[src/rtl/muldiv_unit_pkg.sv]
// Shared encodings for the iterative multiply/divide unit: operation codes,
// FSM states and the pipeline stall constants.
package muldiv_unit_pkg;

  typedef enum logic [2:0] {
    MD_MULT  = 3'd0,
    MD_MULTU = 3'd1,
    MD_DIV   = 3'd2,
    MD_DIVU  = 3'd3,
    MD_MTHI  = 3'd4,
    MD_MTLO  = 3'd5
  } md_op_e;

  typedef enum logic [1:0] {
    ST_IDLE,
    ST_BUSY,
    ST_DONE
  } md_state_e;

  localparam logic STOP    = 1'b1;
  localparam logic NO_STOP = 1'b0;

  // True for the four iterative operations; MTHI/MTLO and codes 6-7 are not.
  function automatic logic is_md_op(input logic [2:0] op);
    return op inside {MD_MULT, MD_MULTU, MD_DIV, MD_DIVU};
  endfunction

endpackage

[src/rtl/muldiv_core.sv]
// Datapath of the muldiv unit: operand magnitudes, one shift-add or
// restoring-divide step per cycle, and the final two's-complement sign fix.
module muldiv_core
  import muldiv_unit_pkg::*;
#(
  parameter int WIDTH = 32
) (
  input  logic             clk,
  input  logic             resetn,
  input  logic             load,
  input  logic             step,
  input  logic [2:0]       op,
  input  logic [WIDTH-1:0] src1,
  input  logic [WIDTH-1:0] src2,
  output logic [WIDTH-1:0] res_hi,
  output logic [WIDTH-1:0] res_lo
);

  logic [2*WIDTH-1:0] acc_q, acc_nxt, prod;
  logic [WIDTH-1:0]   opnd_q, mag1, mag2, quo, rem;
  logic [WIDTH:0]     add_sum, rem_sh, rem_diff;
  logic               is_div_q, neg_lo_q, neg_hi_q, div0_q;
  logic               is_div_op, is_signed, s1, s2;

  always_comb begin
    is_div_op = (op == MD_DIV) || (op == MD_DIVU);
    is_signed = (op == MD_MULT) || (op == MD_DIV);
    s1        = is_signed & src1[WIDTH-1];
    s2        = is_signed & src2[WIDTH-1];
    mag1      = s1 ? -src1 : src1;
    mag2      = s2 ? -src2 : src2;
  end

  // Multiply keeps {partial product, unconsumed multiplier bits};
  // divide keeps {partial remainder, dividend bits / quotient bits}.
  always_comb begin
    add_sum  = {1'b0, acc_q[2*WIDTH-1:WIDTH]} + {1'b0, (acc_q[0] ? opnd_q : '0)};
    rem_sh   = acc_q[2*WIDTH-1:WIDTH-1];
    rem_diff = rem_sh - {1'b0, opnd_q};
    if (is_div_q) begin
      if (rem_sh >= {1'b0, opnd_q})
        acc_nxt = {rem_diff[WIDTH-1:0], acc_q[WIDTH-2:0], 1'b1};
      else
        acc_nxt = {rem_sh[WIDTH-1:0], acc_q[WIDTH-2:0], 1'b0};
    end else begin
      acc_nxt = {add_sum, acc_q[WIDTH-1:1]};
    end
  end

  // Results are taken from acc_nxt so the top can write HI/LO on the last step edge.
  // A zero divisor leaves the dividend magnitude as remainder, so the sign fix
  // restores the raw dividend in HI.
  always_comb begin
    prod = neg_lo_q ? -acc_nxt : acc_nxt;
    quo  = acc_nxt[WIDTH-1:0];
    rem  = acc_nxt[2*WIDTH-1:WIDTH];
    if (is_div_q) begin
      res_lo = div0_q ? '1 : (neg_lo_q ? -quo : quo);
      res_hi = neg_hi_q ? -rem : rem;
    end else begin
      res_lo = prod[WIDTH-1:0];
      res_hi = prod[2*WIDTH-1:WIDTH];
    end
  end

  always_ff @(posedge clk or negedge resetn) begin
    if (!resetn) begin
      acc_q    <= '0;
      opnd_q   <= '0;
      is_div_q <= 1'b0;
      neg_lo_q <= 1'b0;
      neg_hi_q <= 1'b0;
      div0_q   <= 1'b0;
    end else if (load) begin
      acc_q    <= {{WIDTH{1'b0}}, (is_div_op ? mag1 : mag2)};
      opnd_q   <= is_div_op ? mag2 : mag1;
      is_div_q <= is_div_op;
      neg_lo_q <= s1 ^ s2;
      neg_hi_q <= is_div_op & s1;
      div0_q   <= is_div_op && (src2 == '0);
    end else if (step) begin
      acc_q <= acc_nxt;
    end
  end

endmodule

[src/rtl/muldiv_unit.sv]
// Execute-stage multiply/divide unit: FSM, iteration counter, pipeline
// handshake and the architectural HI/LO registers.
module muldiv_unit
  import muldiv_unit_pkg::*;
#(
  parameter int WIDTH = 32
) (
  input  logic             clk,
  input  logic             resetn,
  input  logic             op_valid,
  input  logic [2:0]       op,
  input  logic [WIDTH-1:0] src1,
  input  logic [WIDTH-1:0] src2,
  input  logic             annul,
  input  logic             ex_advance,
  output logic             stall_req,
  output logic             done,
  output logic [WIDTH-1:0] hi,
  output logic [WIDTH-1:0] lo
);

  localparam int CNT_W = $clog2(WIDTH) + 1;

  md_state_e        state_q, state_d;
  logic [CNT_W-1:0] cnt_q;
  logic [WIDTH-1:0] core_hi, core_lo;
  logic             md_req, accept, mt_write, last;

  always_comb begin
    md_req    = op_valid && is_md_op(op) && !annul;
    accept    = md_req && (state_q == ST_IDLE);
    mt_write  = op_valid && !annul && (state_q == ST_IDLE)
                && ((op == MD_MTHI) || (op == MD_MTLO));
    last      = (state_q == ST_BUSY) && (cnt_q == CNT_W'(WIDTH - 1));
    stall_req = (md_req && (state_q != ST_DONE)) ? STOP : NO_STOP;
    done      = (state_q == ST_DONE);
  end

  // NOTE: next state defaults to the current state first so no path infers a latch.
  always_comb begin
    state_d = state_q;
    case (state_q)
      ST_IDLE: if (accept) state_d = ST_BUSY;
      ST_BUSY: begin
        if (annul)     state_d = ST_IDLE;
        else if (last) state_d = ST_DONE;
      end
      ST_DONE: if (annul || ex_advance) state_d = ST_IDLE;
      default: state_d = ST_IDLE;
    endcase
  end

  // NOTE: sequential state uses non-blocking assignments only, so every
  // register samples pre-edge values regardless of block order.
  always_ff @(posedge clk or negedge resetn) begin
    if (!resetn) begin
      state_q <= ST_IDLE;
      cnt_q   <= '0;
      hi      <= '0;
      lo      <= '0;
    end else begin
      state_q <= state_d;
      if (accept)                    cnt_q <= '0;
      else if (state_q == ST_BUSY)   cnt_q <= cnt_q + CNT_W'(1);
      // Annul on the final iteration suppresses the HI/LO write.
      if (last && !annul) begin
        hi <= core_hi;
        lo <= core_lo;
      end else if (mt_write) begin
        if (op == MD_MTHI) hi <= src1;
        else               lo <= src1;
      end
    end
  end

  muldiv_core #(.WIDTH(WIDTH)) u_core (
    .clk    (clk),
    .resetn (resetn),
    .load   (accept),
    .step   (state_q == ST_BUSY),
    .op     (op),
    .src1   (src1),
    .src2   (src2),
    .res_hi (core_hi),
    .res_lo (core_lo)
  );

endmodule

[config.mk]
export PLATFORM = sky130hd
export DESIGN_NAME = muldiv_unit
export DESIGN_NICKNAME = d
export VERILOG_FILES = /design/src/rtl/muldiv_unit_pkg.sv /design/src/rtl/muldiv_core.sv /design/src/rtl/muldiv_unit.sv
export SDC_FILE = /design/constraint.sdc
export NUM_CORES = 1
export LEC_CHECK = 0
export BUFFER_PORTS_ARGS = -buffer_cell sky130_fd_sc_hd__buf_2
export CAP_MARGIN = 20
export CELL_PAD_IN_SITES_DETAIL_PLACEMENT = 1
export CELL_PAD_IN_SITES_GLOBAL_PLACEMENT = 1
export CORE_MARGIN = 2
export CORE_UTILIZATION = 49
export DETAILED_ROUTE_END_ITERATION = 10
export PLACE_DENSITY_LB_ADDON = 0.1
export SLEW_MARGIN = 20
export SYNTH_ARGS = -nofsm -noshare
export SYNTH_HDL_FRONTEND = slang
export SYNTH_SLANG_ARGS = --single-unit
[constraint.sdc]
create_clock -name clk -period 12.85 [get_ports clk]
set_input_delay 1.285 -clock clk [delete_from_list [all_inputs] [get_ports clk]]
set_output_delay 1.285 -clock clk [all_outputs]
set_load 0.01 [all_outputs]
==> qor.txt <==
Run status: finished clean
Clk_lat worst skew: 470 ps
1st-pass router iterations: 8
First element of the critical path: u_core.acc_q[40]$_DFFE_PN0P_
Reg2reg setup slack: 7060 ps
Post-Syn Instances: 2179
Chip width: 187.0 um
Vias: 17968
Final period util: 45.04%
# IOs: 138
Int Pwr: 1.981 mW
Sw Pwr: 2.404 mW
DR top layer: met5
RD Place Congestion: 1.006
Clock Tree Buf Depth: 2
Synth async-reset ratio: 100.0%
Via-per-instance ratio: 6.714
M1 WL: 29.35 mm
Cell area after layout: 17920 sq um
CTS resizes: 0
Hold slack final: 508.4 ps
Min-Delay Endpoint: u_core.opnd_q[26]$_DFFE_PN0P_
Vias in the first global route: 18078
H-tree depth: 4
Placed cell areas: 17340 sq um
Top cell type's share of synthesized area: 26.24%
CTS buffer count: 17
Core box area: 32780 sq um
Largest net degree at the start of global routing: 104
Total gr overflow: 0
Slew Limit Fails: 0
Clock network power share: 12.1%
Commonest cells after routing, fill and taps aside: 316 x nand2_1, 195 x o21ai_0, 173 x a21oi_1
Port bufs: 137
Peak supply drop: 0.1342 mV
Routed WL per cell: 27.06 um
Area leader, netlist: dfrtp_1
Syn Std Cell Area: 16400 sq um
Synth cell types: 94
Post-synth net total: 2322
Power per cell area: 244.8 nW/um^2
Yosys warnings: 0
RSZ-0062 raised after global routing: false
Setup violations, final: 0
Min Tclk post-route: 5787 ps
Hold buffer count at cts: 0
Worst Tran Pin Value: 1163 ps
Clock Sinks: 172
CP Data Arrival Time: 6160 ps
Hold path startpoint: u_core.opnd_q[26]$_DFFE_PN0P_
Drt first-iter violations: 1800
Leak: 7.577 nW
RR Startpoint: u_core.acc_q[40]$_DFFE_PN0P_
Most common cell after layout, fill and taps aside: nand2_1
CP Class: flip-flop to flip-flop
# diodes: 0
Worst hold-check path type: flip-flop to flip-flop
Worst-path maximum fanout: 11
Worst EP required: 13220 ps
Layout cells sized above 1: 11.37%
Routed wl met2: 32.68 mm
First-pass GRT wire length: 108.9 mm
Layout Skew: 21.47 ps
Reg2Reg Depth: 20
Initial core utilization: 50.03%
Nets: 2364
Root Buffer: clkbuf_16
Die height: 187.0 um
Slew margin rel.: 21.76%
FMAX: 172.8 MHz
Hold path cells: 2
Largest cells by area after synthesis: dfrtp_1 26%, nand2_1 7.3%, o21ai_0 6.0%
Initial antenna violation count: 1
Setup TNS: 0 ps
Antenna Nets Post-Route: 0
Net Sw Frac: 54.82%
Post-CTS Setup Repair Bufs: 0
Critical R2R Capture: hi[16]$_DFFE_PN0P_
DRC viols: 0
Mapped Avg Cell Area: 7.527 sq um
Post-synthesis sequential area ratio: 26.24%
Post-DP HPWL: 56.06 mm
MaxCap Viol Count: 0
CP endpoint kind: flip-flop
Final Hold Vio Count: 0
DIE AREA: 34950 sq um
EDFF count, synth: 0
Crit path launch type: flip-flop
WL final: 72.41 mm
Row count: 66
Syn-to-layout area delta: 9.230%
Metal3 WL: 5.386 mm
Synth Flop Type: dfrtp_1
Flops & latches, synth: 172
Gate power share: 67.4%
Sequential share of power: 20.5%
CTS tree: built
Total GRT Usage: 40.74%
Worst-path clk slew: 70 ps
[worst max-delay path by stage]
stage	to	slack (ps)	depth (start not counted)
6_report	hi[16]$_DFFE_PN0P_	7060	20
5_1_grt	hi[25]$_DFFE_PN0P_	6790	13
4_1_cts	hi[26]$_DFFE_PN0P_	7180	20
3_5_place_dp	hi[26]$_DFFE_PN0P_	7290	20
3_3_place_gp	hi[26]$_DFFE_PN0P_	7470	20
2_1_floorplan	hi[26]$_DFFE_PN0P_	7850	21
[Yosys cell counts, drive strengths merged, types with 59 or more instances]
| library cell | count |
|---|---|
| nand2 | 318 |
| o21ai | 204 |
| a21oi | 176 |
| dfrtp | 172 |
| nor2 | 146 |
| clkbuf | 103 |
| xnor2 | 99 |
| inv | 74 |
| nand3 | 72 |
| ha | 69 |
| xor2 | 66 |
| o211ai | 63 |
| mux2i | 59 |
[power by group through the flow]
stage	combinational, mW	sequential (mW)	clock (mW)
after global placement	2.81	0.888	0
after floorplan	1.91	0.847	0
final	2.96	0.899	0.529
after detailed placement	2.86	0.898	0
after global routing	3.15	0.916	0.553
after CTS	2.89	0.889	0.531
[layout make-up]
| type | instances | area [sq um] |
|---|---|---|
| Timing Repair Buffer | 163 | 894.6 |
| Clock inverter | 8 | 85.08 |
| Clock buffer | 24 | 471.7 |
| Multi-Input combinational cell | 1791 | 11320 |
| Fill cell | 4189 | 14870 |
| Inverter | 76 | 285.3 |
| Sequential cell | 172 | 4308 |
| Tap cell | 442 | 553.0 |
[worst max-delay path, stage by stage, from the launching register on]
cell and delay, ps:
dfrtp_1 450, ha_1 460, nand4_1 340, o22ai_2 200, o211ai_2 270, o311a_4 300, a41oi_1 360, inv_1 230
ha_1 210, o211ai_1 120, o21bai_1 210, or3_1 460, or3_1 490, or2_2 360, nand2_1 240, and3_1 230
nand3_1 80, o21ai_0 260, xor2_1 220, nand2_1 80, o21ai_0 110
[metrics by stage]
stage,total power [mW],std cells,utilization [%],setup WS (ps)
after floorplan,2.753,2179,-,7852
final,4.385,2676,54.65,7063
after detailed placement,3.758,2644,52.90,7286
after CTS,4.308,2676,54.60,7184
after global placement,3.698,2643,52.86,7470
after global routing,4.622,2676,54.65,6791
[flip-flops by register name, indices dropped and copies added, names as in the netlist]
register / count
cnt_q: 6
hi: 32
lo: 32
state_q: 2
u_core.acc_q: 64
u_core.div0_q: 1
u_core.is_div_q: 1
u_core.neg_hi_q: 1
u_core.neg_lo_q: 1
u_core.opnd_q: 32
[kinds of logic (layout without fill, tap and decap cells)]
family                   after synthesis  in the layout  synth area share (%)
AO/OA/AOI/OAI                        674            674                 26.17
XOR/XNOR                             165            165                 8.811
adder cells (fa/ha/maj)               71             71                 5.508
buffers and inverters                216            271                 5.103
flip-flops                           172            172                 26.24
multiplexers                          68             68                 4.219
AND/OR/NAND/NOR                      813            813                 23.95
[per-layer routing]
layer	vias up	GRT usage (%)
met2	796	65.00
met5	-	0
li1	7963	-
met3	214	7.205
met4	2	25.55
met1	8993	51.18
(Power assumes the default switching activity.)
